## config.mk

```make
export PLATFORM = sky130hd
export DESIGN_NAME = mig_seq_evaluator
export DESIGN_NICKNAME = d
export VERILOG_FILES = /design/src/rtl/mig_seq_evaluator.sv
export SDC_FILE = /design/constraint.sdc
export NUM_CORES = 1
export LEC_CHECK = 0
export BUFFER_PORTS_ARGS = -buffer_cell sky130_fd_sc_hd__buf_2
export CAP_MARGIN = 5
export CELL_PAD_IN_SITES_DETAIL_PLACEMENT = 0
export CELL_PAD_IN_SITES_GLOBAL_PLACEMENT = 2
export CORE_MARGIN = 1.5
export CORE_UTILIZATION = 42
export CTS_CLUSTER_SIZE = 8
export DETAILED_ROUTE_END_ITERATION = 12
export PLACE_DENSITY = 0.93
export SETUP_SLACK_MARGIN = 0.15
export SYNTH_ARGS = -nofsm -noshare
export SYNTH_HDL_FRONTEND = slang
export SYNTH_SLANG_ARGS = --single-unit
```

## constraint.sdc

```tcl
create_clock -name clk -period 12.3 [get_ports clk]
set_input_delay 1.845 -clock clk [delete_from_list [all_inputs] [get_ports clk]]
set_output_delay 1.845 -clock clk [all_outputs]
set_load 0.02 [all_outputs]
```

## src/rtl/mig_seq_evaluator.sv

```systemverilog
// Sequential MIG evaluator: one shared MAJ3 unit steps through a programmed node list,
// either for a single input point or for a full 128-point truth-table sweep.
module mig_seq_evaluator #(
    parameter int unsigned MAX_NODES = 8,
    parameter int unsigned SEL_W     = 4,
    parameter int unsigned AW        = 3
) (
    input  logic                     clk,
    input  logic                     rst_n,
    input  logic                     cfg_we,
    input  logic [AW-1:0]            cfg_addr,
    input  logic [3*(SEL_W+1)-1:0]   cfg_data,
    input  logic [AW:0]              num_nodes,
    input  logic                     out_inv,
    input  logic                     start,
    input  logic                     sweep,
    input  logic [6:0]               x,
    output logic                     busy,
    output logic                     done,
    output logic                     err,
    output logic                     out,
    output logic [127:0]             tt,
    output logic [7:0]               tt_ones
);

    localparam int unsigned FW = SEL_W + 1;
    localparam int unsigned WW = 3 * FW;

    typedef enum logic [1:0] {StIdle, StEval, StFin} state_e;

    state_e                          state_q, state_d;
    logic [MAX_NODES-1:0][WW-1:0]    prog_q, prog_d;
    logic [MAX_NODES-1:0]            res_q, res_d;
    logic [AW-1:0]                   idx_q, idx_d;
    logic [AW:0]                     n_q, n_d;
    logic                            inv_q, inv_d;
    logic                            sweep_q, sweep_d;
    logic [6:0]                      x_q, x_d;
    logic [7:0]                      cnt_q, cnt_d;
    logic                            err_q, err_d;
    logic                            out_q, out_d;
    logic [127:0]                    tt_q, tt_d;
    logic [7:0]                      tt_ones_q, tt_ones_d;

    logic [WW-1:0] cur_word;
    logic          op_a, op_b, op_c, maj, fin, last;

    // Unmatched selects (const 0 slot, out-of-range node) fall through to 0.
    function automatic logic operand(input logic [FW-1:0] f, input logic [6:0] xv,
                                     input logic [MAX_NODES-1:0] res);
        logic v;
        v = 1'b0;
        for (int i = 0; i < 7; i++) begin
            if (f[SEL_W-1:0] == SEL_W'(i)) v = xv[i];
        end
        for (int k = 0; k < MAX_NODES; k++) begin
            if (f[SEL_W-1:0] == SEL_W'(8 + k)) v = res[k];
        end
        return v ^ f[SEL_W];
    endfunction

    always_comb begin
        cur_word = prog_q[idx_q];
        op_a     = operand(cur_word[WW-1 -: FW], x_q, res_q);
        op_b     = operand(cur_word[2*FW-1 -: FW], x_q, res_q);
        op_c     = operand(cur_word[FW-1:0], x_q, res_q);
        maj      = (op_a & op_b) | (op_a & op_c) | (op_b & op_c);
        fin      = maj ^ inv_q;
        last     = ({1'b0, idx_q} == (n_q - (AW+1)'(1)));
    end

    always_ff @(posedge clk or negedge rst_n) begin
        if (!rst_n) begin
            state_q <= StIdle;
        end else begin
            state_q <= state_d;
        end
    end

    always_comb begin
        state_d = state_q;
        unique case (state_q)
            StIdle: if (start) begin
                if (num_nodes == '0 || num_nodes > (AW+1)'(MAX_NODES)) state_d = StFin;
                else                                                  state_d = StEval;
            end
            StEval: if (last && (!sweep_q || x_q == 7'h7f)) state_d = StFin;
            StFin:  state_d = StIdle;
            default: state_d = StIdle;
        endcase
    end

    always_comb begin
        prog_d    = prog_q;
        res_d     = res_q;
        idx_d     = idx_q;
        n_d       = n_q;
        inv_d     = inv_q;
        sweep_d   = sweep_q;
        x_d       = x_q;
        cnt_d     = cnt_q;
        err_d     = err_q;
        out_d     = out_q;
        tt_d      = tt_q;
        tt_ones_d = tt_ones_q;

        if (state_q == StIdle && cfg_we && {1'b0, cfg_addr} < (AW+1)'(MAX_NODES)) begin
            prog_d[cfg_addr] = cfg_data;
        end

        if (state_q == StIdle && start) begin
            if (num_nodes == '0 || num_nodes > (AW+1)'(MAX_NODES)) begin
                err_d = 1'b1;
                out_d = 1'b0;
            end else begin
                n_d     = num_nodes;
                inv_d   = out_inv;
                sweep_d = sweep;
                x_d     = sweep ? 7'h00 : x;
                res_d   = '0;
                idx_d   = '0;
                cnt_d   = '0;
                err_d   = 1'b0;
            end
        end else if (state_q == StEval) begin
            res_d[idx_q] = maj;
            if (!last) begin
                idx_d = idx_q + AW'(1);
            end else if (!sweep_q) begin
                out_d = fin;
            end else begin
                tt_d[x_q] = fin;
                cnt_d     = cnt_q + 8'(fin);
                if (x_q == 7'h7f) begin
                    tt_ones_d = cnt_q + 8'(fin);
                end else begin
                    x_d   = x_q + 7'd1;
                    idx_d = '0;
                    res_d = '0;
                end
            end
        end
    end

    always_ff @(posedge clk or negedge rst_n) begin
        if (!rst_n) begin
            prog_q    <= '0;
            res_q     <= '0;
            idx_q     <= '0;
            n_q       <= '0;
            inv_q     <= 1'b0;
            sweep_q   <= 1'b0;
            x_q       <= '0;
            cnt_q     <= '0;
            err_q     <= 1'b0;
            out_q     <= 1'b0;
            tt_q      <= '0;
            tt_ones_q <= '0;
        end else begin
            prog_q    <= prog_d;
            res_q     <= res_d;
            idx_q     <= idx_d;
            n_q       <= n_d;
            inv_q     <= inv_d;
            sweep_q   <= sweep_d;
            x_q       <= x_d;
            cnt_q     <= cnt_d;
            err_q     <= err_d;
            out_q     <= out_d;
            tt_q      <= tt_d;
            tt_ones_q <= tt_ones_d;
        end
    end

    always_comb begin
        busy    = (state_q == StEval);
        done    = (state_q == StFin);
        err     = err_q;
        out     = out_q;
        tt      = tt_q;
        tt_ones = tt_ones_q;
    end

endmodule
```

==> results.py <==
metrics = {
    "global_route": {
        "grt-ovfl-total": 0,
        "grt_pass1_vias": 10300,
        "grt_max_degree": 184,
        "track_usage_pct": 22.0,
        "grt_antenna_before_repair": 2,
        "grt_first_pass_wirelength_um": 60700,
    },
    "placed_design": {
        "io_buffers": 174,
        "gp_congestion": 0.874,
        "place_area_sq_um": 15400,
        "dpl.hpwl_um": 25100,
    },
    "min_path": {
        "hold_path_class": "reg -> reg",
        "hold_path_depth": 2,
        "holdCritStartpoint": "tt_ones[3]",
        "min_to": "tt_ones[3]",
    },
    "die": {
        "die_h_um": 188,
        "die_w_um": 188,
        "core_sq_um": 33600,
        "io_pins": 175,
        "rows": 67,
        "die-area_sq_um": 35400,
        "start_util_pct": 42.8,
    },
    "finish": {
        "final_cell_mix": "291 x dfrtp_1, 182 x o21ai_0, 173 x buf_2, 134 x mux2_2, 98 x o31ai_2",
        "syn_to_final_growth_pct": 14.9,
        "fin_nets": 1406,
        "design_area_sq_um": 16500,
        "drive_above_1_share_pct": 35.2,
        "final_common_cell": "dfrtp_1",
    },
    "timing": {
        "finalHoldViolations": 0,
        "setup-tns-final_ns": 0,
        "whs_ns": 0.474,
        "rsz0062_at_grt": "false",
        "worst_slew_pin_slew_ns": 1.15,
        "setup_viol": 0,
        "slew_violations": 0,
        "skew_ns": 0.0182,
        "timing.final.crit_share_pct": 47.6,
        "finalCriticalPeriod_ns": 5.86,
        "relSlewSlack_pct": 23.6,
        "clock.fmax_mhz": 171,
    },
    "setup_path": {
        "required_ns": 12.65,
        "startpoint_type": "register",
        "max_stage_delay_ns": 0.95,
        "r2r-end": "tt[57]",
        "cp_slowest_cell": "buf_4",
        "crit_path_end_kind": "register",
        "cp.arrival_ns": 6.21,
        "r2r_cells": 13,
        "critical_path.most_common_cell": "buf_4",
        "r2r_setup_slack_ns": 6.44,
        "r2r_start": "idx_q[1]",
        "worstSetupPathType": "reg -> reg",
        "crit_chain": "buf_4 > inv_1 > a32o_1 > or3_1 > a41oi_1 > or3b_1 > o32a_1 > o211ai_1 > maj3_2 > xor2_4 > buf_4 > buf_4 > o31ai_1",
        "worstPathMaxFanout": 79,
    },
    "synthesis": {
        "async_reset_ff_share_pct": 100,
        "yosysTopAreaCell": "dfrtp_1",
        "seq_area_frac_synth_pct": 50.8,
        "synthFlopType": "dfrtp_1",
        "synth.area.top_cells": "dfrtp_1 51%, mux2_2 10%, o31ai_2 8.5%",
        "syn_area_per_cell_sq_um": 11.6,
        "syn_nets": 1277,
        "syn-cell-area_sq_um": 14400,
        "synth_cell_type_count": 73,
        "ys_warn_count": 0,
        "ys_ff_latch": 292,
        "synth_top_area_share_pct": 50.8,
        "synth_cells": 1237,
        "synth_edf_count": 0,
    },
    "detailed_routing": {
        "antenna_left": 0,
        "wl_met2_um": 17800,
        "route.vias.total": 10400,
        "wl_met3_um": 2040,
        "drc": 0,
        "drt_iter0_drc": 710,
        "drt-pass1-iter-count": 5,
        "routedWlPerCell_um": 21.2,
        "wirelength_um": 38600,
        "wl_met1_um": 17600,
        "viasPerCell": 5.71,
        "dr.max_layer_used": "met4",
    },
    "clock_network": {
        "ctsHoldBuffers": 0,
        "clockBufferDepth": 3,
        "clk_latency_ns": 0.53,
        "post_cts_resized": 0,
        "clock-sinks": 292,
        "path_clk_slew_ns": 0.06,
        "cts-root-buf": "clkbuf_16",
        "cts_inserted_buffers": 42,
        "cts_setup_buffers": 0,
        "cts_tree": "built",
        "cts_max_level": 2,
    },
    "pwr": {
        "p_total_mw": 5.00,
        "power.density_nw_per_um2": 302,
        "p_leak_nw": 7.47,
        "vdd_drop_max_uv": 1060,
    },
    "outcome": {
        "status": "completed",
    },
    "run": {
        "drv_cap": 0,
    },
}
## power breakdown
part | total, mW | switching (mW) | leakage, nW | internal, mW
registers | 1.42 | 0.202 | 3.82 | 1.22
clock network | 1.01 | 0.399 | 0.535 | 0.607
logic | 2.57 | 1.87 | 3.11 | 0.700
## cell type report
cell class              instances  area, sq um
well taps                     448          561
inverters                      20         75.1
clock inverters                 1         16.3
clock buffers                  46         1080
repair buffers                187          991
flip-flops and latches        292         7310
fillers                      3076        17100
multi-input cells             823         6500
diodes                          2         5.00
## flip-flops by register name, indices dropped and copies added, names as in the netlist
signal,cells
sweep_q,1
state_q,2
prog_q,120
tt,128
res_q,8
tt_ones,8
inv_q,1
idx_q,3
err,1
out,1
n_q,4
x_q,7
cnt_q,8
## worst max-delay path, delay by kind of cell (launching register included)
| kind | cells | cell delay [ns] |
|---|---|---|
| adder cells (fa/ha/maj) | 1 | 0.29 |
| flip-flops | 1 | 0.34 |
| buffers and inverters | 4 | 2.68 |
| XOR/XNOR | 1 | 0.14 |
| AO/OA/AOI/OAI | 5 | 1.14 |
| AND/OR/NAND/NOR | 2 | 0.88 |
## routing by layer
layer | global-route usage, % | vias to the layer above
li1 | - | 4848
met5 | 0 | -
met2 | 34.1 | 277
met4 | 7.72 | 0
met3 | 3.72 | 60
met1 | 31.0 | 5206
## stage by stage
stage / setup slack (ns) / cells / utilization [%]
2_1_floorplan: 7.90 / 1237 / -
3_3_place_gp: 6.63 / 1770 / 45.9
3_5_place_dp: 6.58 / 1770 / 45.9
4_1_cts: 6.55 / 1817 / 49.2
5_1_grt: 6.21 / 1819 / 49.2
6_report: 6.44 / 1819 / 49.2
## cells by family (layout without fill, tap and decap cells)
family	count (synthesis)	count (layout)	synth area share [%]
compound gates	421	421	22.2
xor+xnor	13	13	0.844
simple gates	201	201	6.84
buf+inv	122	254	4.12
flops	292	292	50.8
other cells	0	2	0
fa+ha+maj	6	6	0.513
mux	182	182	14.6
## worst max path at each step
stage / start / end / slack [ns] / cells after the start
after floorplan: idx_q[0] / tt_ones[7] / 7.90 / 20
after global placement: idx_q[1] / tt_ones[7] / 6.63 / 18
after detailed placement: idx_q[1] / tt[73] / 6.58 / 13
after CTS: idx_q[1] / tt[57] / 6.55 / 13
after global routing: idx_q[0] / tt[57] / 6.21 / 13
final: idx_q[1] / tt[57] / 6.44 / 13
## cells in the mapped netlist (3+ instances only)
master      n
dfrtp_1   292
o21ai_0   182
mux2_2    134
o31ai_2    98
clkbuf_1   72
nand2_1    64
mux2i_1    38
nor2_1     37
o31ai_1    31
a21oi_1    23
nand3_1    22
inv_1      19
and3_1     15
nor2b_1    15
buf_6      14
nor3_1     12
a22o_1     11
a22oi_1    10
buf_2       9
mux4_2      9
nand2b_1    9
xnor2_1     9
a31oi_1     7
o211ai_1    7
o22ai_1     6
a211o_1     5
buf_4       5
ha_1        5
or3_1       5
a32oi_1     4
a32o_1      3
and2_1      3
nand4_1     3
o32a_1      3
o32ai_1     3
xor2_1      3
(Power assumes the default switching activity.)
